`src/rtl/unified_mem_arbiter.sv`:
```
// rtl/unified_mem_arbiter.sv - two-requester sequencer for a single-ported fixed-latency unified memory
//
// Purpose:
//   Shares one single-ported memory between the instruction-fetch port and the
//   MEM-stage data port. Grants one access at a time, holds the memory
//   interface for LAT cycles, returns read data with a one-cycle ready pulse
//   and produces the fetch/pipeline stall signals.
//
// Ports:
//   clk, rst                   clock, synchronous active-high reset
//   if_req/if_addr             fetch request (held until if_ready) and PC
//   if_rdata/if_ready          fetched instruction and completion pulse
//   d_req/d_we/d_addr/d_wdata  data request, store flag, address, store data
//   d_rdata/d_ready            load data and completion pulse
//   stall_if/stall_pipe        freeze PC+IF_to_ID / freeze whole pipeline
//   mem_en/mem_we/mem_addr/mem_wdata/mem_rdata   memory interface
//   busy                       FSM not idle
//   conflict_cnt               saturating count of grants made with both requests pending

module unified_mem_arbiter #(
   parameter int LAT   = 2,
   parameter int CNT_W = 16
) (
   input  logic              clk,
   input  logic              rst,
   input  logic              if_req,
   input  logic [31:0]       if_addr,
   output logic [31:0]       if_rdata,
   output logic              if_ready,
   input  logic              d_req,
   input  logic              d_we,
   input  logic [31:0]       d_addr,
   input  logic [31:0]       d_wdata,
   output logic [31:0]       d_rdata,
   output logic              d_ready,
   output logic              stall_if,
   output logic              stall_pipe,
   output logic              mem_en,
   output logic              mem_we,
   output logic [31:0]       mem_addr,
   output logic [31:0]       mem_wdata,
   input  logic [31:0]       mem_rdata,
   output logic              busy,
   output logic [CNT_W-1:0]  conflict_cnt
);

   localparam int CW = (LAT > 1) ? $clog2(LAT) : 1;
   localparam logic [CW-1:0] CNT_LAST = CW'(LAT - 1);

   typedef enum logic [1:0] {
      S_IDLE   = 2'd0,
      S_ACCESS = 2'd1,
      S_DONE   = 2'd2
   } state_t;

   typedef enum logic {
      OWN_IF   = 1'b0,
      OWN_DATA = 1'b1
   } owner_t;

   state_t        state, state_next;
   owner_t        owner, last_owner;
   logic [CW-1:0] cnt;
   logic          grant;
   logic          grant_data;
   logic          conflict;
   logic          access_last;

   assign conflict    = if_req & d_req;
   assign access_last = (cnt == CNT_LAST);

   // State register
   always_ff @(posedge clk) begin
      if (rst) begin
         state <= S_IDLE;
      end else begin
         state <= state_next;
      end
   end

   // Next state and arbitration decision
   always_comb begin
      state_next = state;
      grant      = 1'b0;
      grant_data = 1'b0;
      case (state)
         S_IDLE: begin
            if (if_req || d_req) begin
               grant      = 1'b1;
               // On conflict fetch wins only when data owned the previous
               // access, so the two ports alternate and fetch never starves.
               grant_data = d_req && !(if_req && (last_owner == OWN_DATA));
               state_next = S_ACCESS;
            end
         end
         S_ACCESS: begin
            if (access_last) begin
               state_next = S_DONE;
            end
         end
         S_DONE: begin
            state_next = S_IDLE;
         end
         default: begin
            state_next = S_IDLE;
         end
      endcase
   end

   // Datapath: latched request, access counter, read-data capture
   always_ff @(posedge clk) begin
      if (rst) begin
         owner        <= OWN_IF;
         last_owner   <= OWN_IF;
         cnt          <= '0;
         conflict_cnt <= '0;
         mem_en       <= 1'b0;
         mem_we       <= 1'b0;
         mem_addr     <= '0;
         mem_wdata    <= '0;
         if_rdata     <= '0;
         d_rdata      <= '0;
      end else begin
         case (state)
            S_IDLE: begin
               if (grant) begin
                  owner     <= grant_data ? OWN_DATA : OWN_IF;
                  mem_addr  <= grant_data ? {d_addr[31:2], 2'b00} : {if_addr[31:2], 2'b00};
                  mem_we    <= grant_data & d_we;
                  mem_wdata <= grant_data ? d_wdata : 32'd0;
                  mem_en    <= 1'b1;
                  cnt       <= '0;
                  if (conflict && (conflict_cnt != {CNT_W{1'b1}})) begin
                     conflict_cnt <= conflict_cnt + 1'b1;
                  end
               end
            end
            S_ACCESS: begin
               cnt <= cnt + 1'b1;
               if (access_last) begin
                  if (owner == OWN_IF) begin
                     if_rdata <= mem_rdata;
                  end else if (!mem_we) begin
                     d_rdata <= mem_rdata;
                  end
                  mem_en     <= 1'b0;
                  mem_we     <= 1'b0;
                  last_owner <= owner;
               end
            end
            default: begin
            end
         endcase
      end
   end

   assign if_ready   = (state == S_DONE) && (owner == OWN_IF);
   assign d_ready    = (state == S_DONE) && (owner == OWN_DATA);
   assign busy       = (state != S_IDLE);
   assign stall_if   = if_req & ~if_ready;
   assign stall_pipe = d_req & ~d_ready;

endmodule

```
`config.mk`:
```
export PLATFORM = sky130hd
export DESIGN_NAME = unified_mem_arbiter
export DESIGN_NICKNAME = d
export VERILOG_FILES = /design/src/rtl/unified_mem_arbiter.sv
export SDC_FILE = /design/constraint.sdc
export NUM_CORES = 1
export LEC_CHECK = 0
export ABC_AREA = 1
export CAP_MARGIN = 40
export CORE_MARGIN = 10
export CORE_UTILIZATION = 37
export DETAILED_ROUTE_END_ITERATION = 10
export GPL_ROUTABILITY_DRIVEN = 0
export PLACE_DENSITY = 0.76
export REMOVE_ABC_BUFFERS = 1
export SLEW_MARGIN = 10
export SYNTH_ARGS = -nofsm -noshare
export SYNTH_HDL_FRONTEND = slang
export SYNTH_SLANG_ARGS = --single-unit
```
`constraint.sdc`:
```
create_clock -name clk -period 1.7 [get_ports clk]
set_clock_uncertainty 0.1 [all_clocks]
set_input_delay 0.34 -clock clk [delete_from_list [all_inputs] [get_ports clk]]
set_output_delay 0.34 -clock clk [all_outputs]
set_load 0.02 [all_outputs]
```
==> results.md <==
- Delay-heaviest family, CP: flip-flops
- Detailed router's first-iteration violation count: ~230
- Fraction of the cycle the final worst path needs: 96.00%
- Class of the most critical hold timing path: primary input to flop
- Bufs on Longest Clock Path: 2
- Worst endpoint required time: 1.26 ns
- Post-synthesis sequential area ratio: 49.73%
- Routed wire length: between 20000 and 25000 microns
- Critical path cell sequence: inv_2 -> nand2_4 -> o21ai_2 -> inv_1 -> buf_4
- Timing-limited maximum frequency: ~600 MHz
- Final number of max-transition violations: 0
- Die area: ~0.022 sq mm
- Hold slack final: approximately 0.26 ns
- Areal power density over the cells: slightly above 900 mW/mm^2
- Vias per std cell: 4.612
- Cell Area, Synth: between 0.005 and 0.006 sq mm
- DP Area: slightly above 0.009 sq mm
- Static leakage: between 4 and 5 nW
- Clock transition time at the flip-flop clock pins of the worst setup and hold paths: approximately 0.06 ns
- Worst setup SP type: flop
- Endpoints failing setup: 0
- Total routing resource utilization after global routing: 18.20%
- RSZ-0062 raised after global routing: true
- Global-route wire length before repair: 32150 microns
- Max-cap check violation count: 0
- Deepest level of the CTS H-tree: 4
- Slew HR: 60.86%
- Routed wire per std cell: around 15 microns
- Warning count from the yosys run: 0
- Time the worst path needs with I/O delays and setup: ~1.6 ns
- Distinct cells, synth: 27
- Number of setup buffers added after CTS: 0
- CP max-delay cell: sky130_fd_sc_hd__dfxtp_1
- Largest voltage drop on the vdd net: roughly 0.6 mV
- Run status: completed
- Total grt overflow: 0
- HPWL after DPL: between 15000 and 20000 microns
- Synth Register Bits: roughly 150
- Floorplan Core Area: 0.01589 sq mm
- Standard-cell rows: 46
- Horiz. Die Dim: roughly 150 microns
- Critical path's largest stage delay: about 0.31 ns
- Root cell of the clock tree: sky130_fd_sc_hd__clkbuf_16
- Die Y-Extent: roughly 150 microns
- DR DRC count: 0
- Largest net degree at the start of global routing: slightly above 50
- First drt pass iteration count: 5
- Share of post-route cells with drive strength above 1: around 11%
- IO buf count: ~280
- CTS tree: yes
- Total clock buffers created by CTS: 17
- Number of antenna-violating nets in the routed design: 0
- Critical path start-end classification: flop to primary output
- Pin slew with the least headroom to its limit: slightly below 0.6 ns
- Buffers plus inverters on the worst setup path: 3
- Number of diodes: 0
- Synthesis-to-layout area growth: 61.18%
- Clk_lat worst skew: slightly above 0.4 ns
- Type of destination of the critical path: primary output
- Vias in the first global route: between 6000 and 7000
- Synth Instances: roughly 800
- Final number of hold-violating endpoints: 0
- Design area: around 0.0097 sq mm
- CTS sink cnt: ~150
- Antenna violations before repair: 0
- Accumulated negative setup slack: 0 ns
- CP Data Arrival Time: about 1.2 ns
- Post-synthesis area per instance: 7.414 sq um
- Maximum fanout along the worst path: 4
- Num ports: 284
- Detailed-route via count: 6125
- Initial Util: between 30% and 40%
- Number of nets at the end of the flow: roughly 1200
==> registers in the layout, indices dropped and copies added, names as in the netlist <==
name	flops
conflict_cnt	16
d_rdata	32
mem_we	1
mem_wdata	32
mem_en	1
if_rdata	32
access_last	1
mem_addr	30
owner	1
state	2
last_owner	1
==> cells in the mapped netlist <==
| library cell | n | area (sq um) |
|---|---|---|
| sky130_fd_sc_hd__xor2_1 | 3 | 26.28 |
| sky130_fd_sc_hd__xnor2_1 | 4 | 35.03 |
| sky130_fd_sc_hd__conb_1 | 1 | 3.750 |
| sky130_fd_sc_hd__inv_2 | 6 | 22.52 |
| sky130_fd_sc_hd__a21oi_1 | 41 | 205.2 |
| sky130_fd_sc_hd__nand3_2 | 2 | 20.02 |
| sky130_fd_sc_hd__nand2_1 | 182 | 683.2 |
| sky130_fd_sc_hd__nand3_1 | 36 | 180.2 |
| sky130_fd_sc_hd__nor2_2 | 2 | 12.51 |
| sky130_fd_sc_hd__dfxtp_1 | 149 | 2983 |
| sky130_fd_sc_hd__a21oi_2 | 8 | 70.07 |
| sky130_fd_sc_hd__nor2_1 | 153 | 574.3 |
| sky130_fd_sc_hd__nor2_4 | 4 | 45.04 |
| sky130_fd_sc_hd__nand2_2 | 11 | 68.82 |
| sky130_fd_sc_hd__clkinv_1 | 1 | 3.750 |
| sky130_fd_sc_hd__inv_1 | 45 | 168.9 |
| sky130_fd_sc_hd__clkbuf_1 | 26 | 97.59 |
| sky130_fd_sc_hd__o211ai_1 | 30 | 225.2 |
| sky130_fd_sc_hd__o21ai_0 | 73 | 365.4 |
| sky130_fd_sc_hd__nor3_1 | 1 | 5.000 |
| sky130_fd_sc_hd__buf_4 | 5 | 37.54 |
| sky130_fd_sc_hd__o21ai_2 | 1 | 8.760 |
| sky130_fd_sc_hd__buf_12 | 1 | 20.02 |
| sky130_fd_sc_hd__buf_2 | 18 | 90.09 |
| sky130_fd_sc_hd__inv_6 | 1 | 8.760 |
| sky130_fd_sc_hd__nand4_1 | 4 | 25.02 |
| sky130_fd_sc_hd__ha_1 | 1 | 12.51 |
==> path summary, 6_finish.rpt <==
check	cells past startpoint	to	slack, ns	start
max	5	stall_pipe	0.07	state[0]
max reg2reg	9	conflict_cnt[15]	0.15	conflict_cnt[9]
min	4	d_rdata[14]	0.26	rst
min reg2reg	2	mem_wdata[24]	0.36	mem_wdata[24]
==> cell type report <==
type	count	area, sq um
well taps	216	270.3
flip-flops and latches	149	2988
repair buffers	322	3027
inverters	53	211.5
clock inverters	11	128.9
clock buffers	19	432.9
fillers	1498	6217
multi-input cells	558	2610
==> per-layer routing <==
metal | vias to the layer above | share of wire (%) | routed length [microns] | GRT usage, %
li1 | 3164 | - | - | -
met1 | 2754 | 42 | 8496 | 20.23
met2 | 184 | 49 | 10010 | 31.45
met3 | 23 | 7.5 | 1523 | 6.787
met4 | 0 | 1.9 | 380 | 5.847
met5 | - | 0 | 0 | 0
==> logic make-up after synthesis <==
family	count (synthesis)	synth area share [%]
AO/OA/AOI/OAI	153	14.58
XOR/XNOR	7	1.022
adder cells (fa/ha/maj)	1	0.2086
buffers and inverters	103	7.489
flip-flops	149	49.73
other	1	0.06252
AND/OR/NAND/NOR	395	26.91
==> worst register-to-register path: stages (launching register included) <==
cell and delay, ns:
sky130_fd_sc_hd__dfxtp_1 0.39, sky130_fd_sc_hd__nand2_1 0.13, sky130_fd_sc_hd__nor2_2 0.15, sky130_fd_sc_hd__nand2_1 0.11, sky130_fd_sc_hd__nor2_4 0.13, sky130_fd_sc_hd__nor2_4 0.05
sky130_fd_sc_hd__buf_12 0.14, sky130_fd_sc_hd__clkinv_8 0.09, sky130_fd_sc_hd__nand2_1 0.06, sky130_fd_sc_hd__a21oi_1 0.14
==> stage by stage <==
stage / cells / power, mW / utilization (%) / setup WS [ns]
after floorplan: 760 / 4.521 / - / -0.5212
after global placement: 1298 / 5.468 / 58.28 / -0.2886
after detailed placement: 1298 / 5.484 / 58.28 / -0.3083
after CTS: 1328 / 8.994 / 60.67 / -0.1811
after global routing: 1328 / 9.310 / 60.86 / -0.02061
final: 1328 / 8.906 / 60.86 / 0.06803
==> repair_timing <==
item / CTS / global route
pin swaps: 0 / 2
gates resized for setup: 164 / 32
endpoints found under the hold margin: 0 / 0
hold buffers: 0 / 0
endpoints found under the setup margin: 177 / 57
==> power breakdown <==
part | leakage, nW | internal, mW | switching, mW | total [mW]
clock | 0.270 | 2.15 | 1.47 | 3.62
sequential | 1.22 | 3.67 | 0.0910 | 3.76
combinational | 3.00 | 0.699 | 0.823 | 1.52
==> cell usage in the layout (no fill, tap or decap), drive strengths merged, types with 38 or more instances in the layout <==
cell / synthesis / layout
inv: 52 / 54
nand2: 193 / 193
dlygate4sd2: 0 / 141
nor2: 159 / 159
a21oi: 49 / 49
nand3: 38 / 38
clkdlybuf4s50: 0 / 127
dfxtp: 149 / 149
buf: 24 / 51
o21ai: 74 / 74
No activity file was read; power rests on OpenSTA's default activity.
